$ cat src/rtl/camera_scroll_controller_pkg.sv
// camera_scroll_controller_pkg: display geometry and scroll FSM encoding.
package camera_scroll_controller_pkg;
    localparam int WIDTH  = 96;
    localparam int HEIGHT = 64;
    localparam int PIXELS = WIDTH * HEIGHT;
    typedef enum logic [1:0] {IDLE, HOLD_L, HOLD_R} scroll_state_t;
endpackage

$ cat src/rtl/camera_scroll_controller_scroll_step_fsm.sv
// scroll_step_fsm: switch-driven repeat stepping of the horizontal frame offset.
module scroll_step_fsm
    import camera_scroll_controller_pkg::*;
#(
    parameter int WORLD_W     = 192,
    parameter int STEP_FRAMES = 4,
    parameter int STEP_PX     = 1
) (
    input  logic       my_clock,
    input  logic       reset,
    input  logic       frame_tick,
    input  logic       switch_left,
    input  logic       switch_right,
    output logic [7:0] offset_x
);
    localparam logic [7:0] MAX_OFF = 8'(WORLD_W - WIDTH);
    localparam logic [3:0] RELOAD  = 4'(STEP_FRAMES - 1);
    scroll_state_t state, state_n, req_state;
    logic [3:0] cnt, cnt_n;
    logic [7:0] off_n, left_off, right_off;
    logic [8:0] sum_r;
    logic       step;
    assign req_state = (switch_left & ~switch_right) ? HOLD_L :
                       (switch_right & ~switch_left) ? HOLD_R : IDLE;
    assign sum_r     = {1'b0, offset_x} + 9'(STEP_PX);
    assign left_off  = offset_x > 8'(STEP_PX) ? offset_x - 8'(STEP_PX) : 8'd0;
    assign right_off = sum_r > {1'b0, MAX_OFF} ? MAX_OFF : sum_r[7:0];
    // A fresh or reversed request steps at once; a sustained one steps when the counter expires.
    always_comb begin
        state_n = state;
        cnt_n   = cnt;
        off_n   = offset_x;
        step    = 1'b0;
        if (frame_tick) begin
            state_n = req_state;
            step    = (req_state != IDLE) && (req_state != state || cnt == 4'd0);
            cnt_n   = req_state == IDLE ? 4'd0 : step ? RELOAD : cnt - 4'd1;
            off_n   = !step ? offset_x : req_state == HOLD_L ? left_off : right_off;
        end
    end
    always_ff @(posedge my_clock or posedge reset) begin
        if (reset) begin
            state    <= IDLE;
            cnt      <= 4'd0;
            offset_x <= 8'd0;
        end else begin
            state    <= state_n;
            cnt      <= cnt_n;
            offset_x <= off_n;
        end
    end
endmodule

$ cat src/rtl/camera_scroll_controller.sv
// camera_scroll_controller: scrolls a 96x64 window across a wider world and maps raster
// indices to world coordinates through a 2-stage pipeline.
module camera_scroll_controller
    import camera_scroll_controller_pkg::*;
#(
    parameter int WORLD_W     = 192,
    parameter int STEP_FRAMES = 4,
    parameter int STEP_PX     = 1
) (
    input  logic        my_clock,
    input  logic        reset,
    input  logic        frame_tick,
    input  logic        switch_left,
    input  logic        switch_right,
    input  logic [12:0] pixel_index,
    output logic [7:0]  world_x,
    output logic [6:0]  world_y,
    output logic        coord_valid,
    output logic [7:0]  offset_x,
    output logic        at_left_edge,
    output logic        at_right_edge
);
    logic [6:0] x1, y1;
    logic       v1, in_range;
    scroll_step_fsm #(
        .WORLD_W(WORLD_W),
        .STEP_FRAMES(STEP_FRAMES),
        .STEP_PX(STEP_PX)
    ) u_fsm (
        .my_clock(my_clock),
        .reset(reset),
        .frame_tick(frame_tick),
        .switch_left(switch_left),
        .switch_right(switch_right),
        .offset_x(offset_x)
    );
    assign in_range      = pixel_index < 13'(PIXELS);
    assign at_left_edge  = offset_x == 8'd0;
    assign at_right_edge = offset_x == 8'(WORLD_W - WIDTH);
    always_ff @(posedge my_clock or posedge reset) begin
        if (reset) begin
            x1          <= 7'd0;
            y1          <= 7'd0;
            v1          <= 1'b0;
            world_x     <= 8'd0;
            world_y     <= 7'd0;
            coord_valid <= 1'b0;
        end else begin
            x1          <= in_range ? 7'(pixel_index % 13'(WIDTH)) : 7'd0;
            y1          <= in_range ? 7'(pixel_index / 13'(WIDTH)) : 7'd0;
            v1          <= in_range;
            world_x     <= v1 ? {1'b0, x1} + offset_x : 8'd0;
            world_y     <= v1 ? y1 : 7'd0;
            coord_valid <= v1;
        end
    end
endmodule

$ cat config.mk
export PLATFORM = sky130hd
export DESIGN_NAME = camera_scroll_controller
export DESIGN_NICKNAME = d
export VERILOG_FILES = /design/src/rtl/camera_scroll_controller_pkg.sv /design/src/rtl/camera_scroll_controller_scroll_step_fsm.sv /design/src/rtl/camera_scroll_controller.sv
export SDC_FILE = /design/constraint.sdc
export NUM_CORES = 1
export LEC_CHECK = 0
export BUFFER_PORTS_ARGS = -buffer_cell sky130_fd_sc_hd__clkbuf_2
export CAP_MARGIN = 10
export CORE_UTILIZATION = 45
export DETAILED_ROUTE_END_ITERATION = 6
export PLACE_DENSITY = 0.76
export SLEW_MARGIN = 0
export SYNTH_ARGS = -nofsm -noshare
export SYNTH_HDL_FRONTEND = slang
export SYNTH_SLANG_ARGS = --single-unit
$ cat constraint.sdc
create_clock -name my_clock -period 4.7 [get_ports my_clock]
set_input_delay 0.235 -clock my_clock [delete_from_list [all_inputs] [get_ports my_clock]]
set_output_delay 0.235 -clock my_clock [all_outputs]
set_load 0.02 [all_outputs]
# Yosys cells after proc, flatten, opt, wreduce, memory -nomap -nowiden
# Cells that the tools add are included.
# totals
rom_bits,0
word_cells,43
mem_bits_rw,0
mem_count,0
register_bits,45
latch_bits,0
inputBits,18
out_inout_bits,26
# op_classes
n_mul,0
n_bitwise,4
n_shift,0
reduce_logical,7
n_mux,11
add_sub_neg,4
magnitude_cmp,3
div,2
n_eq_ne,3
# op_table
cell,count
$mux W8,4
$mux W7,3
$div A13 B7 Y13 const B,1
$lt A13 B13 Y1 const B,1
$mod A13 B7 Y13 const B,1
$add A8 B1 Y9 const B,1
$gt A9 B7 Y1 const B,1
$add A7 B8 Y8,1
$eq A8 B7 Y1 const B,1
$gt A8 B1 Y1 const B,1
$logic_not A8 Y1,1
$mux W4,2
$sub A8 B1 Y8 const B,1
$logic_not A4 Y1,1
$mux W2,2
$sub A4 B1 Y4 const B,1
$and A1 B1 Y1,2
$eq A2 B1 Y1 const B,1
$logic_not A2 Y1,1
$ne A2 B2 Y1,1
$not A1 Y1,2
$reduce_and A2 Y1,1
$reduce_bool A2 Y1,1
$logic_and A1 B1 Y1,1
$logic_or A1 B1 Y1,1

# Logic depth before layout (Yosys ltp)
# depth
ltp_word,9
mapped_depth,9

# Modules after synthesis
# A second synthesis with hierarchy kept.
# hier_totals
hier_cells,343
area_unflattened_um2,3209.3
# modules_own_cells
mod,seq_area_each_um2,n_inst,cells_each,area_each_um2
camera_scroll_controller,775.7,1,197,1883.1
scroll_step_fsm,350.3,1,146,1326.3

# Least setup slack after synthesis
# OpenSTA, ideal clock, no wires.
# synth_timing
path_type,reg-to-reg
startpoint,register u_fsm.offset_x[0]
endpoint,register u_fsm.offset_x[2]
required_time_ps,4570
synth_period_minus_slack_ps,2240
path_stages_with_launch,9
n_path_buf,1
setup_slack_ps,2460
arrival_time_ps,2109
cell_sequence,dfrtp_1 ha_1 and4_1 buf_2 xnor2_1 o31ai_1 a211oi_1 a221oi_1 a21oi_1
# synth_via
elab_chain_len,4
elab_cells_between_ends,7
# synth_rtl
item,line_no,rtl
from (decl),camera_scroll_controller_scroll_step_fsm.sv:14,output logic [7:0] offset_x
from (signal assigned),camera_scroll_controller_scroll_step_fsm.sv:49,offset_x <= off_n;
$add A8 B1 Y9,camera_scroll_controller_scroll_step_fsm.sv:25,"assign sum_r = {1'b0, offset_x} + 9'(STEP_PX);"
$gt A9 B7 Y1,camera_scroll_controller_scroll_step_fsm.sv:27,"assign right_off = sum_r > {1'b0, MAX_OFF} ? MAX_OFF : sum_r[7:0];"
$mux W8,camera_scroll_controller_scroll_step_fsm.sv:27,
$mux W8 *,camera_scroll_controller_scroll_step_fsm.sv:38,off_n = !step ? offset_x : req_state == HOLD_L ? left_off : right_off;
# Every way passes the cells marked *; elsewhere a longest branch is shown, timed or not.
# A chain may end at the register's enable or synchronous reset.

# Worst setup path after layout
# layout_timing
startpoint,register u_fsm.offset_x[4]
endpoint,output at_left_edge
# layout_via
elab_chain_len,1
# layout_rtl
item,line_no,rtl
$logic_not A8 Y1,camera_scroll_controller.sv:38,assign at_left_edge = offset_x == 8'd0;
to (decl),camera_scroll_controller.sv:20,"output logic at_left_edge,"
# No other way between the ends.

==> results.cfg <==
[outcome]
status = finished, final reports clean

[synth]
syn_nets = 354
post-synth-top-area-cell = dfrtp_1
synth-main-ff-cell = dfrtp_1
netlist_top_cells_area = dfrtp_1, ha_1, and2_1
synth-xor-area-share_pct = 5.05
yosysWarnings = 0
syn_area_sq_um = 2950
synth_top_family_by_area = simple AND/OR/NAND/NOR gates
synth_edf_count = 0
yosys.area_share.simple_pct = 23.5
yosysSeqAreaShare_pct = 38.2
synth-compound-area-share_pct = 18.3
synth_adder_area_share_pct = 7.81
synth_top_area_share_pct = 38.2
yosys-mux-area-fraction_pct = 1.53
postSynthCellCount = 319
synth_cell_type_count = 68
syn_avg_cell_area_sq_um = 9.24
async_reset_ff_share_pct = 100
ys_seq_elements = 45

[floorplan]
fp.dieArea_sq_um = 6880
core_sq_um = 6350
io_pins = 44
die_y_um = 82.9
start_util_pct = 46.4
num_rows = 29
die_width_um = 82.9

[clocking]
postCtsHoldBufs = 0
postCtsResizedCells = 0
cts_root_buffer = clkbuf_8
clk_pin_slew_worst_paths_ns = 0.09
clock_sink_count = 45
clk_latency_ns = 0.30
cts_buffer_depth = 2
numCtsBuffers = 5
postCtsSetupRepairBufs = 0
cts_tree = done
htreeDepth = 2

[sta]
min_period_ns = 2.46
skew_ns = 0.00943
fin_crit_sh_pct = 52.3
finalHoldViolations = 0
rsz0062_at_grt = false
fmax_mhz = 407
setup_viol = 0
slew_viol_final = 0
fin_ws_ns = 2.24
worst_pin_slew_ns = 0.554
slew_headroom_pct = 62.9
timing.hold.ws_ns = 0.0359
tns_ns = 0

[drt]
wl_met3_um = 320
highest_layer = met4
m1WireLength_mm = 2.75
route.met2.wl_mm = 2.93
first_pass_iters = 4
drtIter0Drc = 124
vias_per_cell = 5.69
wl_per_cell_um = 14.2
drt-total-wl_mm = 6.06
drtAntennaViolNets = 0
vias = 2435
route.detailed.drc = 0

[layout]
drive_gt1_share_pct = 19.4
final_net_count = 385
synthToLayoutAreaGrowth_pct = 10.7
fillers = 591
diodes = 0
layout_common_cells = dfrtp_1, clkbuf_2, nand2_1
mostFrequentLayoutCell = dfrtp_1
final_area_sq_um = 3260

[power]
vdd_drop_max_mv = 0.283
leakagePower_nw = 1.52
pwr_density_cell_nw_per_um2 = 471

[worst_setup_path]
worstPathRequired_ns = 4.47
r2r_setup_slack_ns = 2.31
crit_type = register to output port
startpoint_type = register
worstSetupStartpoint = u_fsm.offset_x[4]
worstReg2RegStart = u_fsm.offset_x[0]
r2r.worst_path.cells = 7
r2r-end = u_fsm.offset_x[2]
cp_max_fo = 12
crit_path_end_kind = output port
arrival_ns = 2.22

[global_route]
grt-ovfl-total = 0
grt_start_max_net_pins = 46
track_usage_pct = 18.0
grt_pass1_vias = 2208
grt_pass1_wl_mm = 10.1
antenna_found_initial = 0

[placed_design]
dp_slack_ns = 2.34
place_area_sq_um = 3170
place.gp.congestion = 0.902
portBuffers = 43
dp_hpwl_mm = 4.46

[job]
cap_violations = 0

[min_path]
min_path_type = input pin to async pin
==> flip-flops by register name, summed over array words and instances, names as in the netlist <==
signal / cells
world_x: 8
u_fsm.cnt: 4
world_y: 7
v1: 1
x1: 7
coord_valid: 1
y1: 7
u_fsm.state: 2
u_fsm.offset_x: 8
==> cell type report <==
class | instances | area [sq um] | area share, %
clock buffers | 5 | 68.8 | 2.11
clock inverters | 3 | 25.0 | 0.767
inverters | 17 | 63.8 | 1.96
multi-input cells | 237 | 1660 | 50.9
flip-flops and latches | 45 | 1130 | 34.5
well taps | 77 | 96.3 | 2.95
repair buffers | 44 | 223 | 6.83
==> metal layers <==
| layer | up-vias | track usage [%] |
|---|---|---|
| li1 | 1196 | - |
| met1 | 1143 | 23.8 |
| met2 | 89 | 29.8 |
| met3 | 7 | 3.28 |
| met4 | 0 | 6.11 |
| met5 | - | 0 |
==> report_power, final <==
part	internal [W]	total (W)	switching [W]
Combinational	0.000292	0.000690	0.000398
Sequential	0.000476	0.000603	0.000127
Clock	0.000107	0.000244	0.000137
==> Yosys cell counts (all sizes together) (7+ instances only) <==
| cell type | instances |
|---|---|
| and2 | 21 |
| xnor2 | 10 |
| xor2 | 7 |
| buf | 12 |
| ha | 16 |
| clkbuf | 8 |
| a21oi | 16 |
| nand2 | 23 |
| dfrtp | 45 |
| nor3 | 10 |
| nor2 | 23 |
| o21ai | 15 |
| inv | 17 |
| nand3 | 7 |
==> worst max-delay path, cell delays in order (launching register included) <==
cell and delay [ns]:
dfrtp_1 0.55, or3_1 0.52, or3b_2 0.49, nor3_1 0.16
clkbuf_2 0.20
==> cells by family after synthesis <==
| kind of cell | after synthesis |
|---|---|
| xor gates and xnor gates | 17 |
| AOI/OAI and AO/OA | 76 |
| buffers and inverters | 37 |
| muxes | 4 |
| DFF | 45 |
| and+or+nand+nor | 121 |
| other | 1 |
| adders and majority gates | 18 |
==> how the worst max path moves through the flow <==
stage / endpoint / slack (ns) / cells past startpoint
2_1_floorplan: u_fsm.offset_x[2] / 2.46 / 8
3_3_place_gp: u_fsm.offset_x[2] / 2.46 / 7
3_5_place_dp: u_fsm.offset_x[2] / 2.34 / 7
4_1_cts: at_left_edge / 2.25 / 4
5_1_grt: u_fsm.offset_x[2] / 2.07 / 7
6_report: at_left_edge / 2.24 / 4
==> stage by stage <==
stage               instances  util (%)  power [W]
floorplan                 319         -    0.00111
global placement          420      49.9    0.00128
detailed placement        420      49.9    0.00130
CTS                       428      51.4    0.00155
global route              428      51.4    0.00166
finish                    428      51.4    0.00154
No activity file was read; power rests on OpenSTA's default activity.
